<file path="config.mk">
export PLATFORM = sky130hd
export DESIGN_NAME = spi_slave_all_modes_flat
export DESIGN_NICKNAME = d
export VERILOG_FILES = /design/src/rtl/spi_slave_all_modes_pkg.sv /design/src/rtl/spi_slave_all_modes_if.sv /design/src/rtl/spi_slave_all_modes_sync_edge.sv /design/src/rtl/spi_slave_all_modes.sv /design/src/flat_wrapper.sv
export SDC_FILE = /design/constraint.sdc
export NUM_CORES = 1
export LEC_CHECK = 0
export ABC_AREA = 1
export CELL_PAD_IN_SITES_DETAIL_PLACEMENT = 0
export CELL_PAD_IN_SITES_GLOBAL_PLACEMENT = 1
export CORE_ASPECT_RATIO = 2
export CORE_MARGIN = 8
export CORE_UTILIZATION = 42
export CTS_CLUSTER_DIAMETER = 200
export DETAILED_ROUTE_END_ITERATION = 8
export DONT_BUFFER_PORTS = 1
export HOLD_SLACK_MARGIN = 0.02
export PLACE_DENSITY_LB_ADDON = 0.1
export SLEW_MARGIN = 5
export SYNTH_ARGS = -nofsm -noshare
export SYNTH_HDL_FRONTEND = slang
export SYNTH_SLANG_ARGS = --single-unit
</file>
<file path="constraint.sdc">
create_clock -name i_Clk -period 1.9 [get_ports i_Clk]
set_clock_uncertainty 0.2 [all_clocks]
set_input_delay 0.38 -clock i_Clk [delete_from_list [all_inputs] [get_ports i_Clk]]
set_output_delay 0.38 -clock i_Clk [all_outputs]
set_load 0.05 [all_outputs]
</file>
<file path="src/rtl/spi_slave_all_modes_pkg.sv">
// Shared types and constants for the SPI slave.
// State encoding, mode codes and byte width.
package spi_pkg;

    localparam int SPI_BYTE_W = 8;
    localparam int SPI_CNT_W  = $clog2(SPI_BYTE_W);

    typedef enum logic {
        IDLE   = 1'b0,
        ACTIVE = 1'b1
    } spi_state_e;

    // {CPOL, CPHA}
    localparam logic [1:0] MODE0 = 2'b00;
    localparam logic [1:0] MODE1 = 2'b01;
    localparam logic [1:0] MODE2 = 2'b10;
    localparam logic [1:0] MODE3 = 2'b11;

endpackage

</file>
<file path="src/rtl/spi_slave_all_modes_if.sv">
// User-side TX/RX handshake and SPI pins of the slave.
// slave = the SPI slave block, master = whatever drives it.
interface spi_slave_all_modes_if;
    import spi_pkg::*;

    logic                  i_CPOL;
    logic                  i_CPHA;
    logic [SPI_BYTE_W-1:0] i_TX_Byte;
    logic                  i_TX_DV;
    logic                  o_TX_Ready;
    logic                  o_TX_Underrun;
    logic                  o_RX_DV;
    logic [SPI_BYTE_W-1:0] o_RX_Byte;
    logic                  i_SPI_Clk;
    logic                  i_SPI_MOSI;
    logic                  i_SPI_CS_n;
    logic                  o_SPI_MISO;
    logic                  o_SPI_MISO_OE;

    modport slave (
        input  i_CPOL, i_CPHA, i_TX_Byte, i_TX_DV,
        input  i_SPI_Clk, i_SPI_MOSI, i_SPI_CS_n,
        output o_TX_Ready, o_TX_Underrun,
        output o_RX_DV, o_RX_Byte,
        output o_SPI_MISO, o_SPI_MISO_OE
    );

    modport master (
        output i_CPOL, i_CPHA, i_TX_Byte, i_TX_DV,
        output i_SPI_Clk, i_SPI_MOSI, i_SPI_CS_n,
        input  o_TX_Ready, o_TX_Underrun,
        input  o_RX_DV, o_RX_Byte,
        input  o_SPI_MISO, o_SPI_MISO_OE
    );

endinterface

</file>
<file path="src/rtl/spi_slave_all_modes_sync_edge.sv">
// Multi-flop synchroniser for an asynchronous pin with
// single-cycle rise/fall pulses on the synced value.
module spi_sync_edge #(
    parameter int   STAGES  = 2,
    parameter logic RST_VAL = 1'b0
) (
    input  logic i_Clk,
    input  logic i_Rst_L,
    input  logic i_D,
    output logic o_Q,
    output logic o_Rise,
    output logic o_Fall
);

    logic [STAGES-1:0] sync_q;
    logic              prev_q;

    always_ff @(posedge i_Clk or negedge i_Rst_L) begin
        if (!i_Rst_L) begin
            sync_q <= {STAGES{RST_VAL}};
            prev_q <= RST_VAL;
        end else begin
            sync_q <= {sync_q[STAGES-2:0], i_D};
            prev_q <= sync_q[STAGES-1];
        end
    end

    assign o_Q    = sync_q[STAGES-1];
    assign o_Rise = o_Q & ~prev_q;
    assign o_Fall = ~o_Q & prev_q;

endmodule

</file>
<file path="src/rtl/spi_slave_all_modes.sv">
// SPI slave for all CPOL/CPHA modes, oversampled in i_Clk,
// with a one-deep TX holding register and multi-byte frames.
module spi_slave_all_modes
    import spi_pkg::*;
#(
    parameter int SYNC_STAGES = 2
) (
    input  logic                        i_Clk,
    input  logic                        i_Rst_L,
    spi_slave_all_modes_if.slave        bus
);

    localparam logic [SPI_CNT_W-1:0] LAST_BIT =
        SPI_CNT_W'(SPI_BYTE_W - 1);

    logic sclk_s, sclk_rise, sclk_fall;
    logic cs_s, cs_rise, cs_fall;
    logic [SYNC_STAGES-1:0] mosi_q;
    logic mosi_s;

    spi_sync_edge #(
        .STAGES  (SYNC_STAGES),
        .RST_VAL (1'b0)
    ) u_sclk (
        .i_Clk   (i_Clk),
        .i_Rst_L (i_Rst_L),
        .i_D     (bus.i_SPI_Clk),
        .o_Q     (sclk_s),
        .o_Rise  (sclk_rise),
        .o_Fall  (sclk_fall)
    );

    spi_sync_edge #(
        .STAGES  (SYNC_STAGES),
        .RST_VAL (1'b1)
    ) u_cs (
        .i_Clk   (i_Clk),
        .i_Rst_L (i_Rst_L),
        .i_D     (bus.i_SPI_CS_n),
        .o_Q     (cs_s),
        .o_Rise  (cs_rise),
        .o_Fall  (cs_fall)
    );

    always_ff @(posedge i_Clk or negedge i_Rst_L) begin
        if (!i_Rst_L) begin
            mosi_q <= '0;
        end else begin
            mosi_q <= {mosi_q[SYNC_STAGES-2:0], bus.i_SPI_MOSI};
        end
    end

    assign mosi_s = mosi_q[SYNC_STAGES-1];

    spi_state_e                 state_q;
    logic [1:0]                 mode_q;
    logic [SPI_CNT_W-1:0]       bit_cnt_q;
    logic [SPI_BYTE_W-2:0]      rx_sh_q;
    logic [SPI_BYTE_W-1:0]      tx_sh_q;
    logic [SPI_BYTE_W-1:0]      hold_q;
    logic                       hold_full_q;
    logic                       rx_dv_q;
    logic [SPI_BYTE_W-1:0]      rx_byte_q;
    logic                       urun_q;
    logic                       miso_q;
    logic                       oe_q;

    logic sclk_edge, lead_e, trail_e;
    logic sample_e, shift_e;
    logic frame_on, load;
    logic [SPI_BYTE_W-1:0] tx_load_d;

    assign sclk_edge = sclk_rise | sclk_fall;
    assign lead_e    = sclk_edge & (sclk_s != mode_q[1]);
    assign trail_e   = sclk_edge & (sclk_s == mode_q[1]);

    always_comb begin
        sample_e = 1'b0;
        shift_e  = 1'b0;
        unique case (mode_q)
            MODE0, MODE2: begin
                sample_e = lead_e;
                shift_e  = trail_e;
            end
            MODE1, MODE3: begin
                sample_e = trail_e;
                shift_e  = lead_e;
            end
        endcase
    end

    assign frame_on = (state_q == ACTIVE) && !cs_s;

    // Counter at zero on a shift edge is end-of-byte for CPHA=0
    // and start-of-byte for CPHA=1; both are load points.
    assign load =
        (state_q == IDLE && cs_fall && !bus.i_CPHA) ||
        (frame_on && shift_e && bit_cnt_q == '0);

    assign tx_load_d = hold_full_q ? hold_q :
                       bus.i_TX_DV ? bus.i_TX_Byte : '0;

    always_ff @(posedge i_Clk or negedge i_Rst_L) begin
        if (!i_Rst_L) begin
            state_q     <= IDLE;
            mode_q      <= MODE0;
            bit_cnt_q   <= '0;
            rx_sh_q     <= '0;
            tx_sh_q     <= '0;
            hold_q      <= '0;
            hold_full_q <= 1'b0;
            rx_dv_q     <= 1'b0;
            rx_byte_q   <= '0;
            urun_q      <= 1'b0;
            miso_q      <= 1'b0;
            oe_q        <= 1'b0;
        end else begin
            rx_dv_q <= 1'b0;
            urun_q  <= 1'b0;

            if (load && hold_full_q) begin
                hold_full_q <= 1'b0;
            end else if (!load && !hold_full_q && bus.i_TX_DV) begin
                hold_q      <= bus.i_TX_Byte;
                hold_full_q <= 1'b1;
            end

            if (load) begin
                tx_sh_q <= tx_load_d;
                miso_q  <= tx_load_d[SPI_BYTE_W-1];
                urun_q  <= !hold_full_q && !bus.i_TX_DV;
            end

            unique case (state_q)
                IDLE: begin
                    if (cs_fall) begin
                        state_q   <= ACTIVE;
                        mode_q    <= {bus.i_CPOL, bus.i_CPHA};
                        bit_cnt_q <= '0;
                        oe_q      <= 1'b1;
                    end
                end
                ACTIVE: begin
                    if (cs_rise) begin
                        state_q <= IDLE;
                        oe_q    <= 1'b0;
                        miso_q  <= 1'b0;
                    end else if (frame_on) begin
                        if (shift_e && bit_cnt_q != '0) begin
                            tx_sh_q <= {tx_sh_q[SPI_BYTE_W-2:0], 1'b0};
                            miso_q  <= tx_sh_q[SPI_BYTE_W-2];
                        end
                        if (sample_e) begin
                            rx_sh_q   <= {rx_sh_q[SPI_BYTE_W-3:0], mosi_s};
                            bit_cnt_q <= bit_cnt_q + 1'b1;
                            if (bit_cnt_q == LAST_BIT) begin
                                rx_byte_q <= {rx_sh_q, mosi_s};
                                rx_dv_q   <= 1'b1;
                            end
                        end
                    end
                end
            endcase
        end
    end

    assign bus.o_TX_Ready    = ~hold_full_q;
    assign bus.o_TX_Underrun = urun_q;
    assign bus.o_RX_DV       = rx_dv_q;
    assign bus.o_RX_Byte     = rx_byte_q;
    assign bus.o_SPI_MISO    = miso_q;
    assign bus.o_SPI_MISO_OE = oe_q;

endmodule

</file>
<file path="src/flat_wrapper.sv">
// flat-port wrapper written by rule: the top's interface ports become plain ports
module spi_slave_all_modes_flat import spi_pkg::*;
#(
    parameter int SYNC_STAGES = 2
)
  (i_Clk, i_Rst_L, bus_i_CPOL, bus_i_CPHA, bus_i_TX_Byte, bus_i_TX_DV, bus_i_SPI_Clk, bus_i_SPI_MOSI, bus_i_SPI_CS_n, bus_o_TX_Ready, bus_o_TX_Underrun, bus_o_RX_DV, bus_o_RX_Byte, bus_o_SPI_MISO, bus_o_SPI_MISO_OE);
  spi_slave_all_modes_if bus_i ();
  input  logic i_Clk;
  input  logic i_Rst_L;
  input wire logic [$bits(bus_i.i_CPOL)-1:0] bus_i_CPOL;
  input wire logic [$bits(bus_i.i_CPHA)-1:0] bus_i_CPHA;
  input wire logic [$bits(bus_i.i_TX_Byte)-1:0] bus_i_TX_Byte;
  input wire logic [$bits(bus_i.i_TX_DV)-1:0] bus_i_TX_DV;
  input wire logic [$bits(bus_i.i_SPI_Clk)-1:0] bus_i_SPI_Clk;
  input wire logic [$bits(bus_i.i_SPI_MOSI)-1:0] bus_i_SPI_MOSI;
  input wire logic [$bits(bus_i.i_SPI_CS_n)-1:0] bus_i_SPI_CS_n;
  output wire logic [$bits(bus_i.o_TX_Ready)-1:0] bus_o_TX_Ready;
  output wire logic [$bits(bus_i.o_TX_Underrun)-1:0] bus_o_TX_Underrun;
  output wire logic [$bits(bus_i.o_RX_DV)-1:0] bus_o_RX_DV;
  output wire logic [$bits(bus_i.o_RX_Byte)-1:0] bus_o_RX_Byte;
  output wire logic [$bits(bus_i.o_SPI_MISO)-1:0] bus_o_SPI_MISO;
  output wire logic [$bits(bus_i.o_SPI_MISO_OE)-1:0] bus_o_SPI_MISO_OE;
  assign bus_i.i_CPOL = bus_i_CPOL;
  assign bus_i.i_CPHA = bus_i_CPHA;
  assign bus_i.i_TX_Byte = bus_i_TX_Byte;
  assign bus_i.i_TX_DV = bus_i_TX_DV;
  assign bus_i.i_SPI_Clk = bus_i_SPI_Clk;
  assign bus_i.i_SPI_MOSI = bus_i_SPI_MOSI;
  assign bus_i.i_SPI_CS_n = bus_i_SPI_CS_n;
  assign bus_o_TX_Ready = bus_i.o_TX_Ready;
  assign bus_o_TX_Underrun = bus_i.o_TX_Underrun;
  assign bus_o_RX_DV = bus_i.o_RX_DV;
  assign bus_o_RX_Byte = bus_i.o_RX_Byte;
  assign bus_o_SPI_MISO = bus_i.o_SPI_MISO;
  assign bus_o_SPI_MISO_OE = bus_i.o_SPI_MISO_OE;
  spi_slave_all_modes #(.SYNC_STAGES(SYNC_STAGES)) u_core (.i_Clk(i_Clk), .i_Rst_L(i_Rst_L), .bus(bus_i));
endmodule
</file>
## After elaboration in Yosys (flattened, before gate mapping)

Index checks and enable logic that the tools add are counted.

- Register bits: 50
- Output and inout port bits: 13

- Add/sub/neg operators: 1
- Eq/ne operators: 11
- Multiplexer cells: 33
- Bitwise operators: 15
- Reductions and logical operators: 28

Operators with widths:

| cell | count |
|---|---|
| 8-bit 2-to-1 mux | 7 |
| 1-bit 2-to-1 mux | 17 |
| 3-bit 2-to-1 mux | 4 |
| 1-bit logical AND | 10 |
| 1-bit inverter | 8 |
| 1-bit case mux with 2 select lines | 4 |
| 4-bit AND reduction | 2 |
| 1-bit AND | 6 |
| 2-bit != test (second input constant) | 3 |
| 3-bit case mux with 2 select lines | 1 |
| 2-bit AND reduction | 3 |
| 1-bit zero test | 5 |
| 5-bit AND reduction | 1 |
| 2-bit == test (second input constant) | 2 |
| 2-bit by 1-bit != test with 1-bit output (second input constant) | 2 |
| 2-bit OR reduction | 2 |
| 3-bit by 1-bit adder with 3-bit output (second input constant) | 1 |
| 3-bit == test (second input constant) | 1 |
| 3-bit zero test | 1 |
| 3-bit nonzero test | 1 |
| 2-bit by 1-bit == test with 1-bit output (second input constant) | 1 |
| 2-bit zero test | 1 |
| 2-bit nonzero test | 1 |
| 1-bit == test | 1 |
| 3 further kinds | 3 |

## Logic depth before layout (Yosys ltp)

Gate-level depths: netlist of the first run.

- Depth in word-level cells: 13
- Mapped depth: 11
- Depth with buffers taken out: 10

## Modules after synthesis

Synthesis of the first run repeated with hierarchy kept, for this count alone.

- Cell total of the unflattened synthesis: 253
- Area, all modules: 2267.2 um2

By module, submodules not included:

| module | instances | cells each | area each (um2) |
|---|---|---|---|
| spi_slave_all_modes | 1 | 239 | 2083.2 |
| spi_sync_edge at u_core.u_cs | 1 | 7 | 93.8 |
| spi_sync_edge at u_core.u_sclk | 1 | 7 | 90.1 |

## Worst setup path before layout of the first run

No wires, ideal clock.

- Path kind: reg-to-reg
- From: reg u_core.u_cs.prev_q
- To: reg u_core.tx_sh_q[6]
- Setup time: 0.118 ns
- Data arrival time: 1.478 ns
- Path slack: 0.104 ns
- Cell stages (with the launch flop): 11
- Clock period less this slack: 1.796 ns
- Path through: dfstp_2 -> inv_1 -> nor3_4 -> inv_2 -> or2_0 -> buf_6 -> nand2_8 -> buf_8 -> nand2_2 -> nand3_1 -> nand2_1

- Longest elaborated chain between the ends: 9
- Elaborated cells between the ends (all ways): 11

Ends and longest elaborated chain:

| item | line | RTL |
|---|---|---|
| from (decl) | spi_slave_all_modes_sync_edge.sv:16 | `logic prev_q;` |
| from (signal assigned) | spi_slave_all_modes_sync_edge.sv:24 | `prev_q <= sync_q[STAGES-1];` |
| 1-bit AND | spi_slave_all_modes_sync_edge.sv:30 | `assign o_Fall = ~o_Q & prev_q;` |
| 1-bit logical AND (2 in series) | spi_slave_all_modes.sv:97 | `(state_q == IDLE && cs_fall && !bus.i_CPHA) \|\|` |
| 1-bit logical OR | spi_slave_all_modes.sv:97 |  |
| 8-bit 2-to-1 mux | spi_slave_all_modes.sv:128 | `if (load) begin` |
| 8-bit 2-to-1 mux | spi_slave_all_modes.sv:149 | `if (shift_e && bit_cnt_q != '0) begin` |
| 8-bit 2-to-1 mux | spi_slave_all_modes.sv:148 | `end else if (frame_on) begin` |
| 8-bit 2-to-1 mux | spi_slave_all_modes.sv:144 | `if (cs_rise) begin` |
| 8-bit 2-to-1 mux * | spi_slave_all_modes.sv:134 | `unique case (state_q)` |
| to (signal assigned) | spi_slave_all_modes.sv:129 | `tx_sh_q <= tx_load_d;` |
| to (signal assigned) | spi_slave_all_modes.sv:150 | `tx_sh_q <= {tx_sh_q[SPI_BYTE_W-2:0], 1'b0};` |
| to (decl) | spi_slave_all_modes.sv:59 | `logic [SPI_BYTE_W-1:0] tx_sh_q;` |

Mark *: on every way between the ends. The rest lies on a longest branch, timed or not.
A chain may end at the register's enable or synchronous reset.

## Final worst setup path of the first run

- From: reg u_core.hold_full_q
- To: out bus_o_TX_Ready

- Longest elaborated chain between the ends: 1

Ends and longest elaborated chain:

| item | line | RTL |
|---|---|---|
| from (decl) | spi_slave_all_modes.sv:61 | `logic hold_full_q;` |
| from (signal assigned) | spi_slave_all_modes.sv:111 | `hold_full_q <= 1'b0;` |
| from (signal assigned) | spi_slave_all_modes.sv:122 | `hold_full_q <= 1'b0;` |
| from (signal assigned) | spi_slave_all_modes.sv:125 | `hold_full_q <= 1'b1;` |
| 1-bit inverter | spi_slave_all_modes.sv:167 | `assign bus.o_TX_Ready = ~hold_full_q;` |
| to (decl) | flat_wrapper.sv:17 | `output wire logic [$bits(bus_i.o_TX_Ready)-1:0] bus_o_TX_Ready;` |

No other way between the ends.

==> summary.txt, run 1 <==
Status
  – Outcome: completed

Synth
  – Share of the yosys chip area belonging to registers: 0.5793
  – Count leader, synth: nand2_1
  – Share of the synthesized area in the top cell type: 0.5421
  – Ys flop type: dfrtp_1
  – Adder-cell share of the synthesized area: 0.01768
  – EDFF count, synth: 0
  – Synth Area in XOR/XNOR: 0
  – Synth top cells by count: nand2_1 (71), dfrtp_1 (46), o21ai_0 (28), inv_1 (24), nand3_1 (13)
  – Post-synth cell types: 26
  – #FFs+latches synth: 49
  – Compound-Gate Fraction of Synth Area: 0.1037
  – Post-Synth Simple-Gate Area: 0.2357
  – Async set-reset flop share out of synthesis: 1.000
  – Synth Area per Inst: 9.232 um^2
  – Largest area contributor in the netlist: dfrtp_1
  – Mux contribution to synthesized area: 0
  – Synthesized net count: about 250
  – Synth Instances: 230
  – Largest family of logic cells by synthesized area: simple AND/OR/NAND/NOR gates
  – Post-Syn Area: ~2100 um^2
  – Yosys warns: 0
  – Top post-synthesis cells by area: dfrtp_1 (54%), nand2_1 (13%), o21ai_0 (6.6%)

Route
  – Remaining DRCs: 0
  – 1st-iter DRT viols: between 80 and 90
  – Routed WL: 4348 um
  – Vias: 1595
  – Drt pass-1 iters: 4
  – Wire length per cell: about 14 um
  – Antenna-violating nets left: 0
  – Via density: slightly above 5

Place
  – Port bufs: 0
  – Final GP Congestion: approximately 0.77
  – DP Cell Count: 289
  – Detail Placement HPWL: approximately 3100 um

Floorplanning
  – Initial Util: 0.4365
  – Ports: 29
  – Die height: 116.6 um
  – Core footprint: approximately 5000 um^2
  – Die Wd: between 60 and 70 um
  – Rows: 36
  – Die Area: slightly below 8000 um^2

STA
  – Endpoints failing setup: 0
  – Max Slew Vio Count: 0
  – Final Hold Vio Count: 0
  – Clock period minus worst slack: around 1.8 ns
  – Worst-Margin Slew: approximately 0.49 ns
  – Max Clk Rate: approximately 560 MHz
  – Final worst-path cycle share: 0.9470
  – Worst relative slew slack: 0.6709

Clock tree
  – Maximum root-to-sink buffer count: 2
  – CTS H-tree depth: 2
  – CTS tree: done
  – Num CTS Buffers: 5
  – Post-CTS Setup Repair Bufs: 0
  – Clk root buf: clkbuf_8
  – Clock Latency Late Sink: roughly 0.3 ns
  – CTS clk-pin slew, worst paths: about 0.090 ns
  – TritonCTS Sinks: approximately 50

Power and ir drop
  – Pwr Density: 1100 nW/um^2
  – Sw frac: 0.3215
  – Net Sw Power: about 880 uW
  – Clock share of power: 0.232
  – Combinational Power Share: 0.224
  – Worst vdd ir: ~0.58 mV
  – Pint: ~1900 uW
  – Leak: between 0.001 and 0.0015 uW
  – Final Power: about 2700 uW
  – Part of the power in registers: 0.544

Critical path
  – Reg2reg setup slack: about 0.15 ns
  – CP Cell Sequence: inv_1
  – R2r worst-path depth: 9
  – WP data required: 1.32 ns
  – RR Startpoint: u_core.u_sclk.sync_q[1]
  – CP Launch Type: flip-flop
  – CP bufs+invs: 1
  – WS Path Type: reg -> out
  – CP top delay family: flip-flops
  – Crit path arrival time: roughly 1.2 ns
  – Worst setup EP type: primary output
  – Critical Path Fanout Max: 10
  – FF-to-FF End: u_core.tx_sh_q[6]
  – Critical path's slowest cell: dfrtp_1
  – CP max stage delay: around 0.5 ns

Global routing
  – M3 GR Usage: 0.02786
  – M1 GR Usage: 0.1150
  – Vias in the first global route: approximately 1600
  – M2 GR Usage: 0.2301
  – GRT overflow: 0
  – GR Util All Layers: 0.1208
  – Initial antenna violation count: 0
  – Largest net degree at the start of global routing: 50
  – Busiest grt layer: met2
  – First-pass GRT wire length: 7314 um

Worst hold path
  – Hold depth: 4
  – Hold Startpoint: bus_i_TX_Byte[2]
  – Hold Path End: u_core.tx_sh_q[2]
  – Hold/Removal Path Class: in -> reg

Cells and area
  – Storage cell area: between 1000 and 1500 um^2
  – Final nets: about 270
  – Fillers: 459
  – Multi-input gate area: just under 800 um^2
  – Fraction of layout cells with a size suffix above 1: 0.1172
  – Antenna cells: 0
  – Fin util: 0.5121
  – Area Overhead vs Synth: 17.32%
  – Post-route insts no fill: around 310

Flow run
  – Max-cap violations: 0
==> layout make-up <==
class / instances / share of cell area
Clock buffer: 6 / 0.03315
Clock inverter: 2 / 0.005525
Inverter: 25 / 0.03767
Multi-Input combinational cell: 152 / 0.3129
Sequential cell: 49 / 0.4937
Tap cell: 57 / 0.02863
Timing Repair Buffer: 22 / 0.08840
==> cell families (layout without fill, tap and decap cells) <==
group	Yosys count	in the layout
and+or+nand+nor	108	109
buffers and inverters	30	55
DFF	49	49
AOI/OAI and AO/OA	40	40
adders and majority gates	3	3
==> per-stage QoR <==
| step | worst slack, ns | hold slack [ns] | cell area [um^2] | TNS (ns) |
|---|---|---|---|---|
| after floorplan | 0.1035 | -0.1156 | 2123 | 0 |
| after global placement | 0.03226 | -0.1138 | 2206 | 0 |
| after detailed placement | -0.02057 | -0.1139 | 2206 | -0.04073 |
| after CTS | 0.05484 | 0.1198 | 2470 | 0 |
| after global routing | -0.02239 | 0.1464 | 2491 | -0.06916 |
| final | 0.1006 | 0.1285 | 2491 | 0 |
==> power groups by stage <==
stage	logic, uW	registers, uW	clock network [uW]
2_1_floorplan	468	1470	0
6_report	614	1490	635
5_1_grt	723	1530	720
3_5_place_dp	556	1520	0
3_3_place_gp	533	1510	0
4_1_cts	611	1500	663
==> timing repair <==
action,4_1_cts,5_1_grt
gates resized for setup,1,5
endpoints found under the hold margin,63,0
cloned,0,1
hold buffers,15,0
endpoints found under the setup margin,13,14
pin swaps,0,1
==> flip-flops by register name (all words and copies together), names as in the netlist, 2 cells and up <==
register	cells
u_core.bus.o_RX_Byte	8
u_core.mosi_q	2
u_core.bit_cnt_q	3
u_core.rx_sh_q	7
u_core.u_sclk.sync_q	2
u_core.mode_q	2
u_core.hold_q	8
u_core.u_cs.sync_q	2
u_core.tx_sh_q	7
==> cell usage in the layout (no fill, tap or decap) <==
cell            n
buf_4           7
inv_1          24
clkinv_4        1
dfstp_2         3
nand2_2         3
nand3_1        13
nor2_4          2
nor3_4          1
a21oi_1         3
ha_1            3
inv_2           1
nand2_4         1
a22oi_1         7
buf_16          1
nor3_1          1
dlygate4sd3_1  14
clkbuf_8        6
or2_4           1
o21ai_0        27
o21ai_1         2
nand3_2         1
clkinv_2        1
nand3b_1        6
nand2_8         1
nor2_1          8
nand2_1        70
dfrtp_1        46
o21a_1          1
nand4_1         1
==> layer usage <==
metal  share of wire  wire length [um]
met3           0.034               146
met1            0.37              1589
met2            0.58              2531
met4           0.018                80
met5               0                 0
==> worst max path at each step <==
stage / startpoint / end / slack (ns) / depth (start not counted)
after detailed placement: u_core.u_cs.sync_q[1] / u_core.hold_q[0] / -0.02 / 7
final: u_core.hold_full_q / bus_o_TX_Ready / 0.10 / 1
after CTS: u_core.u_sclk.sync_q[1] / u_core.hold_q[0] / 0.05 / 10
after global routing: u_core.u_sclk.sync_q[1] / u_core.hold_q[0] / -0.02 / 10
after global placement: u_core.u_cs.sync_q[1] / u_core.hold_q[0] / 0.03 / 7
after floorplan: u_core.u_cs.prev_q / u_core.tx_sh_q[6] / 0.10 / 10
(Power assumes the default switching activity.)
==> run 2: changes to the inputs <==
--- a/config.mk
+++ b/config.mk
@@ -16,7 +16,6 @@
 export DONT_BUFFER_PORTS = 1
 export HOLD_SLACK_MARGIN = 0.02
 export PLACE_DENSITY_LB_ADDON = 0.1
-export SLEW_MARGIN = 5
 export SYNTH_ARGS = -nofsm -noshare
 export SYNTH_HDL_FRONTEND = slang
 export SYNTH_SLANG_ARGS = --single-unit
==> results of run 2 <==
Final layout, timing and power as in run 1 (identical DEF).
